==> src/rtl/sync_fifo_pkg.sv <==
// Shared helpers and default threshold levels for sync_fifo_param.
// Integrators use these when instantiating the FIFO.
package sync_fifo_pkg;

  localparam int DEF_DATA_W   = 8;
  localparam int DEF_DEPTH    = 16;
  localparam int DEF_AE_LEVEL = 2;

  function automatic int addr_width(input int depth);
    return (depth > 1) ? $clog2(depth) : 1;
  endfunction

  function automatic int def_af_level(input int depth);
    return depth - 2;
  endfunction

endpackage

==> src/rtl/sync_fifo_param_fifo_ram.sv <==
// Flop-array storage for sync_fifo_param.
// Synchronous write, combinational read, no reset on the array.
module fifo_ram
  import sync_fifo_pkg::*;
#(
  parameter int DATA_W = DEF_DATA_W,
  parameter int DEPTH  = DEF_DEPTH,
  parameter int ADDR_W = addr_width(DEPTH)
) (
  input  logic              clk,
  input  logic              we,
  input  logic [ADDR_W-1:0] waddr,
  input  logic [DATA_W-1:0] wdata,
  input  logic [ADDR_W-1:0] raddr,
  output logic [DATA_W-1:0] rdata
);

  logic [DATA_W-1:0] mem [DEPTH];

  always_ff @(posedge clk) begin
    if (we) mem[waddr] <= wdata;
  end

  assign rdata = mem[raddr];

endmodule

==> src/rtl/sync_fifo_param.sv <==
// Parametrised single-clock FIFO with flush, threshold flags and error pulses.
// Define SYNC_FIFO_FWFT_EN for first-word-fall-through output.
module sync_fifo_param
  import sync_fifo_pkg::*;
#(
  parameter int DATA_W   = DEF_DATA_W,
  parameter int DEPTH    = DEF_DEPTH,
  parameter int ADDR_W   = $clog2(DEPTH),
  parameter int AF_LEVEL = def_af_level(DEPTH),
  parameter int AE_LEVEL = DEF_AE_LEVEL
) (
  input  logic              clk,
  input  logic              rst_an,
  input  logic              clr,
  input  logic              wr_en,
  input  logic [DATA_W-1:0] data_in,
  input  logic              rd_en,
  output logic [DATA_W-1:0] data_out,
  output logic              full,
  output logic              empty,
  output logic              almost_full,
  output logic              almost_empty,
  output logic [ADDR_W:0]   count,
  output logic              overflow,
  output logic              underflow
);

  localparam logic [ADDR_W:0]   CNT_FULL = (ADDR_W+1)'(DEPTH);
  localparam logic [ADDR_W:0]   CNT_AF   = (ADDR_W+1)'(AF_LEVEL);
  localparam logic [ADDR_W:0]   CNT_AE   = (ADDR_W+1)'(AE_LEVEL);
  localparam logic [ADDR_W:0]   CNT_ONE  = (ADDR_W+1)'(1);
  localparam logic [ADDR_W-1:0] PTR_ONE  = ADDR_W'(1);

  logic [ADDR_W-1:0] wr_ptr;
  logic [ADDR_W-1:0] rd_ptr;
  logic [DATA_W-1:0] rd_data;
  logic              wr_ok;
  logic              rd_ok;

  assign wr_ok = wr_en & ~full;
  assign rd_ok = rd_en & ~empty;

  fifo_ram #(
    .DATA_W (DATA_W),
    .DEPTH  (DEPTH),
    .ADDR_W (ADDR_W)
  ) u_ram (
    .clk   (clk),
    .we    (wr_ok & ~clr),
    .waddr (wr_ptr),
    .wdata (data_in),
    .raddr (rd_ptr),
    .rdata (rd_data)
  );

  always_ff @(posedge clk or negedge rst_an) begin
    if (!rst_an) begin
      wr_ptr    <= '0;
      rd_ptr    <= '0;
      count     <= '0;
      overflow  <= 1'b0;
      underflow <= 1'b0;
    end else if (clr) begin
      wr_ptr    <= '0;
      rd_ptr    <= '0;
      count     <= '0;
      overflow  <= 1'b0;
      underflow <= 1'b0;
    end else begin
      if (wr_ok) wr_ptr <= wr_ptr + PTR_ONE;
      if (rd_ok) rd_ptr <= rd_ptr + PTR_ONE;
      unique case ({wr_ok, rd_ok})
        2'b10:   count <= count + CNT_ONE;
        2'b01:   count <= count - CNT_ONE;
        default: count <= count;
      endcase
      overflow  <= wr_en & full;
      underflow <= rd_en & empty;
    end
  end

  assign full         = (count == CNT_FULL);
  assign empty        = (count == '0);
  assign almost_full  = (count >= CNT_AF);
  assign almost_empty = (count <= CNT_AE);

`ifdef SYNC_FIFO_FWFT_EN
  // Head word is exposed directly; rd_en only acknowledges it.
  assign data_out = empty ? '0 : rd_data;
`else
  logic [DATA_W-1:0] dout_q;

  always_ff @(posedge clk or negedge rst_an) begin
    if (!rst_an) begin
      dout_q <= '0;
    end else if (clr) begin
      dout_q <= '0;
    end else if (rd_ok) begin
      dout_q <= rd_data;
    end
  end

  assign data_out = dout_q;
`endif

endmodule

==> config.mk <==
export PLATFORM = sky130hd
export DESIGN_NAME = sync_fifo_param
export DESIGN_NICKNAME = d
export VERILOG_FILES = /design/src/rtl/sync_fifo_pkg.sv /design/src/rtl/sync_fifo_param_fifo_ram.sv /design/src/rtl/sync_fifo_param.sv
export SDC_FILE = /design/constraint.sdc
export NUM_CORES = 1
export LEC_CHECK = 0
export ABC_AREA = 1
export BUFFER_PORTS_ARGS = -buffer_cell sky130_fd_sc_hd__buf_2
export CAP_MARGIN = 10
export CORE_UTILIZATION = 65
export DETAILED_ROUTE_END_ITERATION = 10
export GPL_TIMING_DRIVEN = 0
export PLACE_DENSITY_LB_ADDON = 0.15
export SKIP_CTS_REPAIR_TIMING = 1
export SYNTH_ARGS = -nofsm -noshare
export SYNTH_HDL_FRONTEND = slang
export SYNTH_HIERARCHICAL = 1
export SYNTH_SLANG_ARGS = --single-unit
==> constraint.sdc <==
create_clock -name clk -period 4 [get_ports clk]
set_input_delay 0.8 -clock clk [delete_from_list [all_inputs] [get_ports clk]]
set_output_delay 0.8 -clock clk [all_outputs]
set_load 0.005 [all_outputs]
==> results of run 1 <==
-- cell families after synthesis --
kind of cell             after synthesis  synth area share [%]
AND/OR/NAND/NOR                      363                 23.31
AO/OA/AOI/OAI                         23                 1.781
flip-flops                           151                 64.17
adder cells (fa/ha/maj)                4                0.7268
buffers and inverters                154                 9.629
XOR/XNOR                               3                0.3816
-- power by group --
part	leakage [uW]	switching, uW	internal [uW]
combinational	0.00175	958	464
clock	0.000303	610	1070
sequential	0.00147	81.3	1790
total	0.00352	1650	3320
-- stage by stage --
stage | hold slack [ps] | total power, uW | utilization [%] | std cells | setup WS, ps
final | 225.4 | 4974 | 76.21 | 896 | 1573
after global routing | 259.4 | 5169 | 76.21 | 896 | 1395
after global placement | 486.9 | 3242 | 70.17 | 865 | 1433
after floorplan | 450.3 | 2820 | - | 698 | 1964
after CTS | 227.1 | 4949 | 76.21 | 896 | 1573
after detailed placement | 500.4 | 3286 | 70.17 | 865 | 1364
-- sequential cells by signal (all words and copies together) (netlist names) --
name	flops
underflow	1
data_out	8
overflow	1
u_ram/mem	128
rd_ptr	4
wr_ptr	4
count	5
-- final cells by class --
type | instances | area share (%)
multi-input combinational | 393 | 23.04
inverter | 128 | 6.230
tap | 136 | 2.173
buffer | 26 | 2.236
clock inverter | 14 | 2.636
sequential | 151 | 56.42
timing repair buffer | 31 | 1.981
clock buffer | 17 | 5.288
-- per-layer routing --
metal  up-vias  wire length, um  GRT usage (%)
li1       2349                -              -
met1      2327             6458          42.68
met2       288             7621          48.68
met3        51             1804          8.297
met4         0              538          15.79
met5         -                0              0
-- cell usage in the layout, fill, tap and decap left out, drive strengths merged, types with 5 or more instances in the layout --
master,Yosys,final
nor2,29,29
dfrtp,23,23
nand3,118,118
clkinv,0,7
a21oi,5,5
o21ai,15,15
nand2,211,211
bufinv,0,5
buf,25,56
inv,128,129
edfxtp,128,128
clkbuf,1,18
-- worst max path at each step --
stage / slack (ps) / to / startpoint
after floorplan: 1960 / u_ram/mem[12][0] / wr_en
after global placement: 1430 / u_ram/mem[4][3] / clr
after detailed placement: 1360 / u_ram/mem[12][3] / clr
after CTS: 1570 / almost_empty / count[0]
after global routing: 1400 / u_ram/mem[9][2] / count[0]
final: 1570 / u_ram/mem[9][2] / count[0]
==> run_results.csv, run 1 <==
group,metric,value,unit
cts,tritoncts,"built",
critical_path,crit_chain,"nor2_2 -> nand3_2 -> nand2_4 -> inv_4 -> nand2_1 -> inv_1 -> nand3b_1 -> nor2_1",
yosys,synth_seq_area_share,64.17,%
critical_path,crit_fanout,9,
critical_path,cp.depth,8,
layout,postLayoutCellArea,7833,um^2
yosys,yosysWarnings,6,
layout,syn_to_final_growth,13.74,%
critical_path,r2r-start,"count[0]",
layout,multiInputGateArea,1804,um^2
cts,clkSlewWorstSetupHoldPaths,60,ps
floorplan,design.core.area,10280,um^2
floorplan,rows,37,
floorplan,ios,32,
layout,drive_above_1_share,13.82,%
timing,fmax,412.1,MHz
flow_run,maxCapViolCount,0,
critical_path,cpLargestDelayFamily,"simple AND/OR/NAND/NOR gates",
pwr,vdd_drop_max,0.0003843,V
cts,clk_latency,540,ps
timing,relSlewSlack,45.38,%
drt,via_per_inst,5.597,
timing,period_minus_slack,2427,ps
timing,worst-slew-pin-transition,816.3,ps
global_routing,grt_max_degree,24,
drt,drcViolationCount,0,
cts,cts_root_buf,"clkbuf_8",
global_routing,grtUsageTotal,31.84,%
yosys,netlist_area,6887,um^2
timing,hold_viol_final,0,
yosys,ys_types,30,
layout,fill_cells,705,
drt,final_antenna_net_count,0,
timing,final-setup-viol-count,0,
yosys,synthArstFlopShare,15.23,%
critical_path,reg2regPathDepth,8,
timing,grt_setup_unrepaired,"false",
cts,clockBufferDepth,2,
run_status,status,"finished, final reports clean",
drt,dr_total_vias,5015,
placed_design,hpwl,10.97,mm
worst_hold_path,hold_class,"input port to async pin",
yosys,ys.flop_type,"edfxtp_1",
critical_path,cp.arrival,2590,ps
critical_path,timing_worst_setup_path_type,"flop to flop",
yosys,synthCells,698,
yosys,synth-seq-cells,151,
layout,nNetsFinal,765,
yosys,synth_edf_count,128,
critical_path,crit_required,4160,ps
critical_path,critPathMaxStageDelay,650,ps
pwr,leakage,0.003520,uW
floorplan,die-area,11010,um^2
floorplan,die_h,104.9,um
global_routing,grt_pass1_vias,4789,
placed_design,place_area,7212,um^2
yosys,synthTopCellsByCount,"nand2_1, edfxtp_1, inv_1",
drt,drtIter0Drc,647,
cts,cts.sinks,151,
critical_path,r2r-end,"u_ram/mem[9][2]",
yosys,synth.area.top_cells,"edfxtp_1, nand2_1, dfrtp_1",
global_routing,gr-total-overflow,0,
cts,htreeDepth,4,
floorplan,die_x,104.9,um
timing,maxSlewViolCount,0,
placed_design,port_buffers,31,
critical_path,cp-start-kind,"flop",
critical_path,cp-end-kind,"flop",
timing,finalCritPeriodShare,60.67,%
yosys,yosysMostFrequentCell,"nand2_1",
yosys,syn_nets,715,
yosys,synthDominantCellAreaShare,55.81,%
floorplan,start_util,67.01,%
drt,wirelength,16.42,mm
layout,antenna_cells,0,
timing,fin_tns_setup,0,ps
critical_path,ff2ff_setup_slack,1570,ps
timing,clock_skew,5.971,ps
global_routing,grt_first_pass_wirelength,25.01,mm
global_routing,grt_antenna_before_repair,0,
critical_path,cp_slowest_cell,"nor2_1",
cts,cts_buffers,17,
yosys,yosysTopAreaCell,"edfxtp_1",
placed_design,place_congestion,0.9246,
drt,post_drt_wl_per_cell,18.33,um
pwr,powerDensity,635.1,nW/um^2
critical_path,cp_num_buf_inv,2,
layout,regArea,4419,um^2
yosys,avgSynthCellArea,9.866,um^2
drt,drt-pass1-iter-count,7,
Note: power is estimated with default switching activity, not from simulation.
==> run 2: changes to the inputs <==
CORE_UTILIZATION = 55   (was 65)
clock period = 2.05 ns   (was 4 ns; I/O delays follow)
==> run 2 against run 1 <==
Effect of this change: combinational power rose by 120%; critical path depth fell by 5; first-iteration DRC count fell by 27%; register-to-register slack got worse by 1400 ps; cell area rose by 4.0%; wire length rose by 1.4%; worst setup slack got worse by 1500 ps; largest power group unchanged.
==> run_results.csv, run 2 (synthesis results as in run 1) <==
group,metric,value,unit
run_status,status,"finished, final reports clean",
floorplan,start_util,56.86,%
layout,layout_common_cells,"nand2_1, edfxtp_1, inv_1",
layout,antenna_cells,0,
layout,syn_to_final_growth,18.24,%
cts,clkSlewWorstSetupHoldPaths,60,ps
cts,cts_buffers,17,
layout,final_common_cell,"nand2_1",
global_routing,grt_first_pass_wirelength,25.37,mm
drt,drtIter0Drc,471,
placed_design,port_buffers,31,
cts,tritoncts,"built",
critical_path,cp-end-kind,"primary output",
critical_path,crit_required,1640,ps
drt,post_drt_wl_per_cell,17.63,um
global_routing,grt_antenna_before_repair,0,
pwr,vdd_drop_max,0.0006882,V
floorplan,rows,40,
floorplan,die_x,113.9,um
global_routing,grt_pass1_vias,4735,
cts,clockBufferDepth,2,
floorplan,die-area,12970,um^2
timing,relSlewSlack,61.86,%
placed_design,place_congestion,0.8842,
cts,cts_root_buf,"clkbuf_16",
timing,period_minus_slack,1928,ps
critical_path,cp.arrival,1520,ps
drt,dr_total_vias,4974,
placed_design,hpwl,10.96,mm
layout,largest-register,"u_ram/mem",
pwr,powerDensity,1194,nW/um^2
floorplan,ios,32,
floorplan,design.core.area,12110,um^2
timing,clock_skew,5.892,ps
cts,clk_latency,420,ps
layout,postLayoutCellArea,8143,um^2
drt,wirelength,16.65,mm
timing,finalCritPeriodShare,94.06,%
timing,maxSlewViolCount,0,
cts,cts.sinks,151,
cts,htreeDepth,4,
floorplan,die_h,113.9,um
layout,fill_cells,969,
global_routing,gr-total-overflow,0,
flow_run,maxCapViolCount,0,
timing,hold_viol_final,0,
placed_design,place_area,7252,um^2
timing,final-setup-viol-count,0,
timing,worst-slew-pin-transition,570.7,ps
layout,drive_above_1_share,17.91,%
drt,drt-pass1-iter-count,5,
worst_hold_path,hold_class,"input port to flop",
global_routing,grt_max_degree,24,
layout,nNetsFinal,781,
layout,largest_reg_flops,128,
drt,drcViolationCount,0,
drt,via_per_inst,5.269,
pwr,leakage,0.003573,uW
timing,fmax,518.6,MHz
timing,fin_tns_setup,0,ps
critical_path,cp-start-kind,"flop",
drt,final_antenna_net_count,0,
critical_path,timing_worst_setup_path_type,"flop to primary output",
critical_path,crit_fanout,6,
global_routing,grtUsageTotal,27.59,%
run 2: cell count changes in the layout (fill, tap and decap cells not counted), moves of 2 or more:
cell | before | now
nor2_1 | 25 | 9
nor2_2 | 2 | 0
dfrtp_2 | 0 | 5
nand3_4 | 0 | 2
nand3_1 | 114 | 112
buf_12 | 0 | 3
buf_4 | 4 | 16
nor2_4 | 2 | 20
clkinv_1 | 2 | 6
dfrtp_1 | 23 | 18
bufinv_16 | 5 | 3
clkinv_4 | 2 | 0
run 2: report_power, final:
part / switching [uW] / internal (uW) / leakage [uW]
logic: 2000 / 1060 / 0.00184
clock network: 1140 / 1870 / 0.000271
registers: 146 / 3510 / 0.00146
total: 3280 / 6440 / 0.00357
run 2: cell type report:
cell class | count | area (um^2) | area share [%]
multi-input cells | 393 | 1962 | 24.09
repair buffers | 47 | 315.3 | 3.872
clock buffers | 18 | 429.2 | 5.270
clock inverters | 13 | 137.6 | 1.690
well taps | 168 | 210.2 | 2.581
inverters | 128 | 488.0 | 5.993
plain buffers | 26 | 175.2 | 2.151
flip-flops and latches | 151 | 4425 | 54.35
run 2: final timing paths:
path | end | depth (start not counted) | slack (ps) | start
setup / recovery | almost_empty | 3 | 120 | count[1]
hold / removal | underflow | 3 | 250 | rd_en
setup reg to reg | u_ram/mem[13][1] | 9 | 130 | count[0]
hold reg to reg | rd_ptr[2] | 1 | 490 | rd_ptr[2]
max in group asynchronous | count[1] | 2 | 1160 | rst_an
min in group asynchronous | data_out[0] | 2 | 500 | rst_an
run 2: metrics by stage:
stage / power [uW] / setup slack (ps) / utilization (%) / cells / hold slack, ps
5_1_grt: 10200 / -36.61 / 67.23 / 944 / 263.9
6_report: 9720 / 121.8 / 67.23 / 944 / 253.5
3_3_place_gp: 6362 / -267.2 / 59.88 / 897 / 405.5
4_1_cts: 9432 / -362.6 / 64.56 / 928 / -40.58
3_5_place_dp: 6425 / -328.8 / 59.88 / 897 / 413.8
2_1_floorplan: 5502 / 164.5 / - / 698 / 114.4
run 2: layer usage:
metal | vias up | wire length [um] | GRT usage [%]
li1 | 2379 | - | -
met1 | 2361 | 6906 | 35.52
met3 | 25 | 1374 | 8.023
met2 | 209 | 7988 | 44.43
met5 | - | 0 | 0
met4 | 0 | 376 | 10.65
run 2: worst max-delay path, stage by stage (launching register included):
cell and delay (ps):
dfrtp_2 420, buf_4 160, a2111oi_0 330, buf_2 180
